[src/rtl/divider.sv]
// Iterative restoring divider: one quotient bit per clock on operand magnitudes,
// with sign correction and divide-by-zero handling applied when the result is stored.
module divider #(
   parameter int unsigned WIDTH = 32
) (
   input  logic             clk,
   input  logic             resetn,
   input  logic             div_begin,
   input  logic             div_signed,
   input  logic [WIDTH-1:0] div_op1,
   input  logic [WIDTH-1:0] div_op2,
   output logic             div_busy,
   output logic             div_end,
   output logic [WIDTH-1:0] quotient,
   output logic [WIDTH-1:0] remainder
);

   localparam int unsigned CW = $clog2(WIDTH);

   typedef enum logic [1:0] {
      IDLE = 2'd0,
      BUSY = 2'd1,
      DONE = 2'd2
   } state_t;

   state_t             state_q, state_d;
   logic [CW-1:0]      count;
   logic               s1, s2, dbz;
   logic [WIDTH-1:0]   abs_b;
   logic [WIDTH-1:0]   raw_a;
   logic [2*WIDTH-1:0] work;

   logic               neg_a, neg_b;
   logic [WIDTH-1:0]   abs_a_in, abs_b_in;
   logic [WIDTH:0]     trial;
   logic [2*WIDTH-1:0] work_next;
   logic [WIDTH-1:0]   q_mag, r_mag;
   logic               last_iter;

   always_comb begin
      neg_a    = div_signed & div_op1[WIDTH-1];
      neg_b    = div_signed & div_op2[WIDTH-1];
      abs_a_in = neg_a ? (~div_op1 + 1'b1) : div_op1;
      abs_b_in = neg_b ? (~div_op2 + 1'b1) : div_op2;
   end

   // Partial remainder after the shift is work[2W-1:W-1]; the bit shifted out of
   // the top half is kept as the 33rd bit of the trial so it is never lost.
   always_comb begin
      trial = work[2*WIDTH-1:WIDTH-1] - {1'b0, abs_b};
      if (!trial[WIDTH])
         work_next = {trial[WIDTH-1:0], work[WIDTH-2:0], 1'b1};
      else
         work_next = {work[2*WIDTH-2:0], 1'b0};
      q_mag     = work_next[WIDTH-1:0];
      r_mag     = work_next[2*WIDTH-1:WIDTH];
      last_iter = (count == CW'(WIDTH - 1));
   end

   always_comb begin
      state_d = state_q;
      case (state_q)
         IDLE:    if (div_begin) state_d = BUSY;
         BUSY:    if (last_iter) state_d = DONE;
         DONE:    state_d = IDLE;
         default: state_d = IDLE;
      endcase
   end

   always_ff @(posedge clk or negedge resetn) begin
      if (!resetn) state_q <= IDLE;
      else         state_q <= state_d;
   end

   always_ff @(posedge clk or negedge resetn) begin
      if (!resetn) begin
         count     <= '0;
         s1        <= 1'b0;
         s2        <= 1'b0;
         dbz       <= 1'b0;
         abs_b     <= '0;
         raw_a     <= '0;
         work      <= '0;
         quotient  <= '0;
         remainder <= '0;
      end else begin
         case (state_q)
            IDLE: begin
               if (div_begin) begin
                  s1    <= neg_a;
                  s2    <= neg_b;
                  dbz   <= (div_op2 == '0);
                  abs_b <= abs_b_in;
                  raw_a <= div_op1;
                  work  <= {{WIDTH{1'b0}}, abs_a_in};
                  count <= '0;
               end
            end
            BUSY: begin
               work  <= work_next;
               count <= count + 1'b1;
               if (last_iter) begin
                  quotient  <= dbz ? '1    : ((s1 ^ s2) ? (~q_mag + 1'b1) : q_mag);
                  remainder <= dbz ? raw_a : (s1 ? (~r_mag + 1'b1) : r_mag);
               end
            end
            default: ;
         endcase
      end
   end

   assign div_busy = (state_q != IDLE);
   assign div_end  = (state_q == DONE);

endmodule
[config.mk]
export PLATFORM = sky130hd
export DESIGN_NAME = divider
export DESIGN_NICKNAME = d
export VERILOG_FILES = /design/src/rtl/divider.sv
export SDC_FILE = /design/constraint.sdc
export NUM_CORES = 1
export LEC_CHECK = 0
export ABC_AREA = 1
export CAP_MARGIN = 20
export CORE_ASPECT_RATIO = 1.4
export CORE_MARGIN = 2
export CORE_UTILIZATION = 40
export DETAILED_ROUTE_END_ITERATION = 8
export PLACE_DENSITY = 0.7
export REMOVE_ABC_BUFFERS = 1
export SKIP_CTS_REPAIR_TIMING = 1
export SYNTH_ARGS = -nofsm -noshare
export SYNTH_HDL_FRONTEND = slang
export SYNTH_SLANG_ARGS = --single-unit
[constraint.sdc]
create_clock -name clk -period 10.6 [get_ports clk]
set_input_delay 3.18 -clock clk [delete_from_list [all_inputs] [get_ports clk]]
set_output_delay 3.18 -clock clk [all_outputs]
set_load 0.03 [all_outputs]
After elaboration in Yosys (flattened, before gate mapping)
Index checks and enable logic that the tools add are counted.

storage, ports and cells
  register bits = 202
  input bits = 68
  logic and storage cells = 50

cells by class
  add/sub/neg operators = 6
  equality and inequality tests = 5
  mux-type cells = 14
  bitwise logic cells = 7
  reduce and logical (&&, ||, !) cells = 8

operator list
  cell                   count
  $mux 32                6
  $add 32x1->32 const B  4
  $mux 64                2
  $not 32->32            4
  $pmux 64 s2            1
  $sub 33x32->33         1
  $logic_not 32->1       1
  $pmux 5 s2             1
  $reduce_and 2->1       4
  $add 5x1->5 const B    1
  $eq 5x5->1 const B     1
  $mux 5                 1
  $mux 2                 2
  $ne 2x2->1 const B     2
  $pmux 2 s2             1
  $reduce_bool 2->1      2
  $and 1x1->1            2
  $eq 2x1->1 const B     1
  $eq 2x2->1 const B     1
  $logic_not 2->1        1
  $xor 1x1->1            1

Depth between registers and ports, before layout
Gate-level depths: netlist of the first run.

  word-level depth = 6
  gate-level depth with buffers = 29
  depth with buffers taken out = 27

Worst setup path before layout of the first run
OpenSTA, ideal clock, no wires.

  path kind = input to register
  start point = input div_op2[0]
  end point = register abs_b[30]
  setup time = 133 ps
  arrival time = 5172 ps
  required time = 10467 ps
  slack = 5294 ps
  stages = 14
  buffers on the path = 0
  path through = inv_1 -> ha_1 -> nand3_1 -> nor3_1 -> nand3_1 -> nor3_1 -> nand4_1 -> nor3_1 -> nand3_1 -> nor2_1 -> nand2_1 -> o21ai_0 -> xor2_1 -> o21ai_0

on the way
  cells in the longest elaborated chain, start to end = 3

RTL lines
  item                    RTL line  RTL
  start: declaration      11        input logic [WIDTH-1:0] div_op2,
  $not 32->32             44        abs_b_in = neg_b ? (~div_op2 + 1'b1) : div_op2;
  $add 32x1->32           44
  $mux 32                 44
  end signal: assignment  93        abs_b <= abs_b_in;
  end: declaration        29        logic [WIDTH-1:0] abs_b;

Every way passes these cells.
A chain may end at the register's enable or synchronous reset.

Worst setup path in the final report of the first run
  start point = input div_op2[1]
  end point = register abs_b[30]

The elaborated chain is that of the path after synthesis.

==> results of run 1 <==
-- through the flow --
stage	setup slack, ps	cells
floorplan	1550	1960
global placement	4090	2564
detailed placement	4030	2564
CTS	4590	2605
global route	4160	2606
finish	4560	2606
-- final cells by class --
type,count,area [um^2]
sequential,202,5050
clock inverter,13,179
timing repair buffer,149,1480
multi-input combinational,1491,7620
fill,3566,18100
clock buffer,28,634
tap,456,571
inverter,267,1000
-- registers in the layout (all words and copies together), names as in the netlist --
signal and cells:
abs_b 32, count 5, dbz 1, quotient 32, raw_a 32, remainder 32
s1 1, s2 1, state_q 2, work 64
-- cell usage in the layout, fill, tap and decap left out, types with 3 or more instances in the layout --
master,netlist,routed
o21ai_0,156,156
o211ai_1,5,5
nor3_1,30,30
ha_1,38,38
dfrtp_1,202,202
o21bai_1,8,8
nand2_1,641,640
bufinv_16,0,4
o221ai_1,3,3
clkbuf_8,0,5
o22ai_1,47,47
o22a_1,9,9
nor2_1,157,156
o21ai_1,12,12
inv_1,262,261
nand3b_1,5,5
clkbuf_16,0,23
clkinv_1,3,4
o31ai_1,7,7
a2bb2oi_1,4,4
nand3_2,3,3
o21ai_2,5,5
a22oi_1,29,29
nand2_4,6,7
nand3_1,97,97
a31oi_1,4,4
nor2_4,3,3
xnor2_1,31,31
clkdlybuf4s50_1,0,132
xor2_1,66,66
clkinv_2,0,5
nor4_1,9,9
nand2_2,20,20
or2_2,7,7
buf_4,3,15
nor2_2,6,7
nand4_1,20,20
a21oi_1,49,49
-- critical path, stage by stage --
cell and delay (ps):
clkdlybuf4s50_1 420, inv_1 80, ha_1 180, nand3_1 100, nor3_1 310, nand3_1 180
nor3_1 330, nand4_1 190, nor3_1 460, nand3_1 250, nor2_1 200, nand2_1 90
o21ai_0 200, xor2_1 160, o21ai_0 80
-- logic make-up (layout without fill, tap and decap cells) --
| group | Yosys count | count (layout) | synth area share |
|---|---|---|---|
| buffers and inverters | 338 | 457 | 0.0947 |
| AND/OR/NAND/NOR | 1006 | 1006 | 0.300 |
| AO/OA/AOI/OAI | 349 | 349 | 0.148 |
| flip-flops | 202 | 202 | 0.361 |
| XOR/XNOR | 97 | 97 | 0.0607 |
| adder cells (fa/ha/maj) | 39 | 39 | 0.0354 |
-- final timing paths --
| check | to | slack [ps] | cells after the start |
|---|---|---|---|
| setup / recovery | abs_b[30] | 4560 | 15 |
| hold / removal | raw_a[23] | 480 | 2 |
| setup reg to reg | quotient[28] | 5440 | 24 |
| hold reg to reg | raw_a[23] | 480 | 2 |
| max in group asynchronous | raw_a[8] | 6310 | 3 |
| min in group asynchronous | quotient[2] | 2570 | 1 |
-- metal layers --
| metal | GRT usage | up-vias | wire length, um |
|---|---|---|---|
| met5 | 0 | - | 0 |
| met4 | 0.114 | 0 | 2050 |
| met3 | 0.0274 | 98 | 1740 |
| met2 | 0.443 | 347 | 22300 |
| met1 | 0.278 | 6315 | 17500 |
| li1 | - | 6758 | - |
==> results.md, run 1 <==
Yosys:
- In the synthesized netlist the dominant register cell turns out to be dfrtp_1.
- Counting every instance in the synthesized netlist gives 2031.
- Among all cell types in the netlist, the one instantiated most often is nand2_1.
- The share of synthesized area in the top cell type comes to 0.361.
- Of the synthesized area, sequential elements account for 0.361.
- dfrtp_1 takes more of the synthesized area than any other cell.
- In this run the cell area of the synthesized design comes to 14000 um^2.
- The commonest cells after synthesis are nand2_1, inv_1, dfrtp_1.
- The number of synthesized register bits is 202.
- The number of warnings printed during yosys synthesis is 0.
- The synthesized design contains 0 enable-type register cells.
- The count of different cell masters after synthesis is 49.
- Ranked by total cell area, the synthesized netlist is headed by dfrtp_1, nand2_1, inv_1.
- The mean area per synthesized cell is 6.89 um^2.
- Counting flops with an async set or reset pin after synthesis yields a share of 1.00.

GRT:
- The first global-routing pass estimated 70200 um of wire.
- For this run, the total global-route usage over all layers was measured as 0.241.
- The initial antenna violation count is 0.
- The number of global-route vias before repair was 13600.
- The total overflow left after global routing is 0.
- The largest net degree at the start of global routing is 130.

Timing:
- The routed design could run at a clock period as short as 6040 ps.
- Setup violations remaining at the end of the flow were counted as 0.
- The slew at the pin with the worst max-slew slack is 1090 ps.
- Setup repair after global routing left no endpoint under its margin.
- In this run the tightest slew margin relative to its limit is 0.276.
- The timing-limited maximum frequency is 166 MHz.
- Hold is met by 481 ps.
- Of the available clock period, the critical path in the final layout requires 0.570.
- The total negative slack is 0 ps.
- The final hold violation count is 0.
- The final count of pins violating max slew is 0.
- The final worst clock skew is 17.2 ps.

Clock tree:
- In this run, CTS created clock tree buffers numbering 23.
- Clock-pin slew was measured on the worst setup and hold paths at 60 ps.
- Clock tree synthesis found a total of 202 sinks.
- The insertion delay of the later-clocked pin in the worst-skew pair is 540 ps.
- The cell sitting at the root of the clock tree is a clkbuf_16.
- TritonCTS built the clock tree.
- The number of H-tree branching levels is 1.
- The worst-case clock buffer depth is 3.

Routing:
- The detail route stage leaves a number of antenna-violating nets equal to 0.
- The routed layout has 13500 vias.
- The first detailed-routing pass ran for 5 iterations.
- After detailed routing, the number of remaining DRC violations is 0.
- The total detailed-routing wirelength is 43600 um.
- Using the TritonRoute via totals, the vias-per-cell ratio works out to 5.19.
- The detailed router finished its first iteration with 843 violations.
- The routed wire length per instance is 16.7 um.

Worst setup path:
- The timing startpoint of the critical path is div_op2[1].
- The data required time at the worst endpoint is 10980 ps.
- The startpoint kind of the worst setup timing path is an input port.
- The worst setup path is of the input port to flop kind.
- The startpoint identified for the worst register-to-register timing path is work[31].
- The biggest fanout along the worst timing path is 4.
- At the worst endpoint, the arrival time is 6420 ps.
- The sort of element at the end of the critical path is a flop.

Die:
- After floorplanning, the core was sized to cover 34700 um^2.
- The area of the die is 36500 um^2.
- The initial utilization of the core area, before any placement, comes to 0.404.
- The die extent in x is 162 um.
- 134 I/O pins were placed.
- The floorplan die height is 225 um.
- The floorplan has 81 rows.

Final layout:
- The final standard cell utilization of the core is 0.477.
- The area growth from synthesis to layout is 18.2%.
- After routing the design area is 16500 um^2.
- In the final layout, the share of cells above drive strength 1 is 0.0530.
- The net count reported at finish is 2241.
- The antenna diode count is 0.

Min path:
- The hold path startpoint is raw_a[23].
- The tightest min-delay check is of the flop to flop type.

Flow run:
- The number of max-cap violations is 0.

Status:
- The run finished with clean final reports.

Placement:
- Port buffering added 133 buffers.
- The detailed placement HPWL is 32600 um.
- The weighted congestion reported at the end of routability-driven placement is 0.962.
- Summing all placed instances gives a cell area of 15700 um^2.
Power of run 1 is not shown: default switching activity piles up to over one toggle a cycle in this logic, so the estimate is an artifact.
==> run 2: changes to the inputs <==
Clock period 10.6 ns to 6.15 ns, I/O delays scaled along.
==> results.md, run 2 (synthesis gave the netlist of run 1 again) <==
Routing:
- The number of detailed-route iterations in the first pass is 5.
- The count of antenna-violating nets left after detailed routing is 0.
- For this run, design rule violations remaining after detail routing come to 0.
- Summing over every cut layer, the via total after detailed routing is 13500.
- After detailed routing, the number of vias per cell comes to 5.16.
- The routed design has 43600 um of wire.
- The routed wire length per instance is 16.7 um.
- The first-iteration detailed-routing DRC count is 788.

Timing:
- The portion of the clock cycle consumed by the worst path in the final layout is 0.777.
- The clock arrives with 27.8 ps of skew.
- The timing-limited maximum frequency is 209 MHz.
- Setup repair after global routing left no endpoint under its margin.
- The final count of pins violating max slew is 0.
- The final hold violation count was 0.
- The max-slew headroom at the worst pin is 0.300.
- The worst-case hold slack is 475 ps.
- The routed design could run at a clock period as short as 4780 ps.
- Setup violations remaining at the end of the flow were counted as 0.
- At the pin with the least slew margin, the transition time is 1050 ps.

Die:
- For this design the top-level I/O count stands at 134.
- The row count is 81.
- The core region is 34700 um^2.
- The area of the die is 36500 um^2.
- The initial core utilization is 0.404.
- The floorplan die height is 225 um.
- In this run the horizontal extent of the chip is 162 um.

GRT:
- The number of global-route vias before repair came to 13700.
- The global-route wire length before repair is 69600 um.
- The total overflow reported by the global router is 0.
- The initial antenna violation count is 0.
- The overall global routing resource usage is 0.239.
- The largest net degree at the start of global routing is 119.

Clock tree:
- The worst-case clock buffer depth is 3.
- The number of buffers added by the clock tree synthesis step is 24.
- The insertion delay of the later-clocked pin in the worst-skew pair is 550 ps.
- The clock sink count is 202.
- Clock-pin slew was measured on the worst setup and hold paths at 60 ps.
- TritonCTS built the clock tree.
- The number of H-tree branching levels is 1.
- In this run the clock root is driven by a clkbuf_16.

Final layout:
- The commonest non-fill, non-tap cell in the layout is nand2_1.
- More flip-flops sit in one register than any other, and that register is work.
- The top cell types in the final layout, fill and taps aside, are nand2_1, inv_1, dfrtp_1, nor2_1, o21ai_0.
- The register with the most flip-flops in the layout has 64 of them.
- The layout has 3582 filler cells.
- The antenna diode count is 0.
- The share of cells above drive strength 1 is 0.0525.
- Compared with the post-synthesis result, the final layout area differs by 18.5%.
- The net count reported at finish is 2242.

Worst setup path:
- The cell occurring most often along the worst timing path is nand2_1.
- The worst stage delay on the critical path is 460 ps.
- The critical path goes through inv_1 -> ha_1 -> inv_1 -> fa_1 -> nand2_1 -> nand2_1 -> nand3_1 -> nand2_1 -> nand2_1 -> nand2_2 -> nand2_4 -> nand3_2 -> nand2_4 -> ha_1 -> nand4_1 -> nor3_1 -> nand3_1 -> nor2_1 -> nand3_1 -> o41ai_1 -> o21ai_0 -> xor2_1 -> o22ai_1 -> inv_1.
- Among all stages on the critical path, the largest delay is contributed by o41ai_1.
- STA puts the critical path data required time at 6570 ps.
- The critical path arrival is 5190 ps.
- The worst setup path category is flop to flop.
- STA classifies the critical path startpoint as a flop.
- The sort of element at the end of the critical path is a flop.
- The biggest fanout along the worst timing path is 45.
- The setup check on the worst reg-to-reg path leaves a slack of 1370 ps.

Flow run:
- The tool flagged a number of max-cap violations equal to 0.

Status:
- The run finished with clean final reports.

Placement:
- The HPWL after detailed placement is 32900 um.
- During placement, the flow inserted port buffers numbering 133.
- The weighted congestion reported at the end of routability-driven placement is 0.954.

Min path:
- In this run the worst hold path is classified as flop to flop.
run 2: through the flow:
| stage | area [um^2] | cells | setup TNS (ps) | utilization | worst slack [ps] |
|---|---|---|---|---|---|
| after floorplan | 13700 | 1960 | -72640 | - | -1560 |
| after global placement | 15700 | 2565 | 0 | 0.453 | 1230 |
| after detailed placement | 15700 | 2565 | 0 | 0.453 | 1110 |
| after CTS | 16600 | 2609 | 0 | 0.478 | 1350 |
| after global routing | 16600 | 2609 | 0 | 0.478 | 711 |
| final | 16600 | 2609 | 0 | 0.478 | 1370 |
run 2: final cells by class:
type,count,area (um^2),area share
inverters,267,1000,0.0604
well taps,456,571,0.0344
clock buffers,30,633,0.0382
repair buffers,149,1460,0.0878
clock inverters,14,244,0.0147
multi-input cells,1491,7620,0.460
flip-flops and latches,202,5050,0.305
run 2: per-layer routing:
| metal | global-route usage | routed length, um |
|---|---|---|
| met4 | 0.0968 | 1880 |
| met3 | 0.0212 | 1490 |
| met1 | 0.272 | 17600 |
| met2 | 0.454 | 22600 |
| met5 | 0 | 0 |
run 2: final timing paths:
path	startpoint	to	cells after the start
min	remainder[26]	remainder[26]	2
min in group asynchronous	resetn	quotient[2]	1
max in group asynchronous	resetn	work[14]	2
min reg2reg	remainder[26]	remainder[26]	2
max reg2reg	work[31]	quotient[28]	24
max	work[31]	quotient[28]	24
run 2: critical path, delay by kind of cell (launching register included):
family,cells,cell delay (ps)
XOR/XNOR,1,180
flip-flops,1,400
buffers and inverters,3,220
adder cells (fa/ha/maj),3,850
AND/OR/NAND/NOR,14,2210
AO/OA/AOI/OAI,3,790
Power of run 2 is left out for the same reason.
==> run 3: changes to the inputs <==
Settings changed: PLACE_DENSITY 0.7 to 0.72.
Clock period 6.15 ns to 4 ns, I/O delays scaled along.
==> results.md, run 3 (synthesis gave the netlist of run 1 again) <==
Routing:
- After detailed routing, the number of vias per cell comes to 5.17.
- The total detailed-routing wirelength is 45500 um.
- After the first detailed-routing iteration, the DRC count stood at 969.
- Before antenna repair, the detailed router went through 5 iterations.
- The final route contains 14100 vias.
- After detailed routing, the average wire length per cell comes to 16.7 um.
- The count of antenna-violating nets left after detailed routing is 0.
- For this run, design rule violations remaining after detail routing come to 0.

Clock tree:
- The insertion delay of the later-clocked pin in the worst-skew pair is 530 ps.
- The clock slew seen by the registers of the worst setup and hold paths is 60 ps.
- The TritonCTS clock tree is built.
- Clock tree synthesis found a total of 202 sinks.
- The number of buffers added by the clock tree synthesis step is 23.
- The number of H-tree branching levels is 1.
- The worst-case clock buffer depth is 3.
- The cell sitting at the root of the clock tree is a clkbuf_16.

Placement:
- Detailed placement finished with a half-perimeter wire length of 35000 um.
- Including well taps, the total number of placed cells is 2682.
- Routability-driven placement finished with a final weighted congestion of 0.902.
- The number of port buffers is 133.

Timing:
- The final count of pins violating max slew came to 0.
- The portion of the clock cycle consumed by the worst path in the final layout is 0.950.
- The final hold violation count is 0.
- The final critical-path required period is 3800 ps.
- The final worst clock skew is 16.3 ps.
- Setup violations remaining at the end of the flow were counted as 0.
- The timing-limited maximum frequency is 263 MHz.
- For the pin with the worst max-slew slack, the measured transition is 847 ps.
- The max-slew headroom at the worst pin is 0.436.

Worst setup path:
- STA puts the critical path data arrival time at 4210 ps.
- The biggest fanout along the worst timing path is 3.
- The critical path in this run is classified as flop to flop.
- The worst setup path is launched from a flop.
- The data required time at the worst endpoint is 4410 ps.
- The worst setup path is captured at a flop.

Die:
- The row count is 81.
- In this run the horizontal extent of the chip is 162 um.
- The die covers 36500 um^2.
- During I/O placement, the number of pins put on the boundary was 134.
- The floorplan die height is 225 um.
- The core region area is 34700 um^2.
- For this configuration, the core starts out at a cell density of 0.404.

GRT:
- The largest net degree at the start of global routing is 100.
- The initial antenna violation count was 0.
- The overall global routing resource usage is 0.250.
- The first global-routing pass estimated 72800 um of wire.
- The number of global-route vias before repair is 14300.
- The total overflow reported by the global router is 0.

Min path:
- The class of the worst hold path is flop to flop.

Final layout:
- The area growth from synthesis to layout is 24.9%.
- The count of non-filler cells in the finished layout is 2723.
- The share of cells above drive strength 1 is 0.108.
- The register with the most flip-flops in the layout has 64 of them.
- The library cell used most frequently in the layout, excluding fill and tap cells, is nand2_1.
- The net count reported at finish is 2361.
- The number of antenna diodes in the final layout is 0.
- Leaving out fill and tap cells, the most frequent cells in the layout are nand2_1, inv_1, dfrtp_1, o21ai_0, nor2_1.
- The register ranked first by flip-flop count is work.

Flow run:
- Max-cap violations in this run came to 0.

Status:
- The flow ran to the end, and the final reports show no timing, DRC or antenna violations.
[run 3: worst paths after layout]
| path | from | end | slack (ps) | depth (start not counted) |
|---|---|---|---|---|
| worst max-delay path | work[60] | quotient[28] | 200 | 22 |
| worst min register to register | raw_a[16] | raw_a[16] | 480 | 2 |
| worst max register to register | work[60] | quotient[28] | 200 | 22 |
| worst min-delay path | raw_a[16] | raw_a[16] | 480 | 2 |
| max in group asynchronous | resetn | work[16] | 2300 | 2 |
| min in group asynchronous | resetn | quotient[3] | 770 | 1 |
[run 3: area by class of cell]
| class | count | area (um^2) |
|---|---|---|
| multi-input cells | 1491 | 7700 |
| clock buffers | 30 | 652 |
| clock inverters | 8 | 97.6 |
| inverters | 267 | 1000 |
| well taps | 456 | 571 |
| flip-flops and latches | 202 | 5050 |
| repair buffers | 269 | 2400 |
| fillers | 3454 | 17200 |
[run 3: routing by layer]
metal	wire length [um]	up-vias	track usage
met2	23200	376	0.457
met1	18000	6623	0.283
li1	-	6987	-
met4	2390	0	0.133
met5	0	-	0
met3	1880	100	0.0313
[run 3: per-stage QoR]
step                 util  hold WS, ps  cell area (um^2)  setup TNS (ps)  setup slack, ps
global route        0.504          500             17500           -3.47            -2.44
finish              0.504          479             17500               0              201
detailed placement  0.480          467             16600            -602             -222
floorplan               -          444             13700         -192910            -3070
global placement    0.479          461             16600            -131             -121
CTS                 0.501          480             17400               0             25.4
[run 3: critical path, cell delays in order (launching register included)]
cell and delay [ps]:
dfrtp_1 420, ha_1 330, nand2_1 80, nor2_1 190
nand2_1 170, inv_1 130, a21oi_4 80, buf_4 160
nand2_4 70, nand2_4 50, nand2_4 100, ha_2 180
nand4_1 130, nor3_2 260, nand3_2 130, nor2_4 190
nand3_2 100, o41ai_2 300, buf_4 150, o21ai_0 80
xor2_1 150, o22ai_1 140, inv_1 70
Power of run 3 is left out for the same reason.
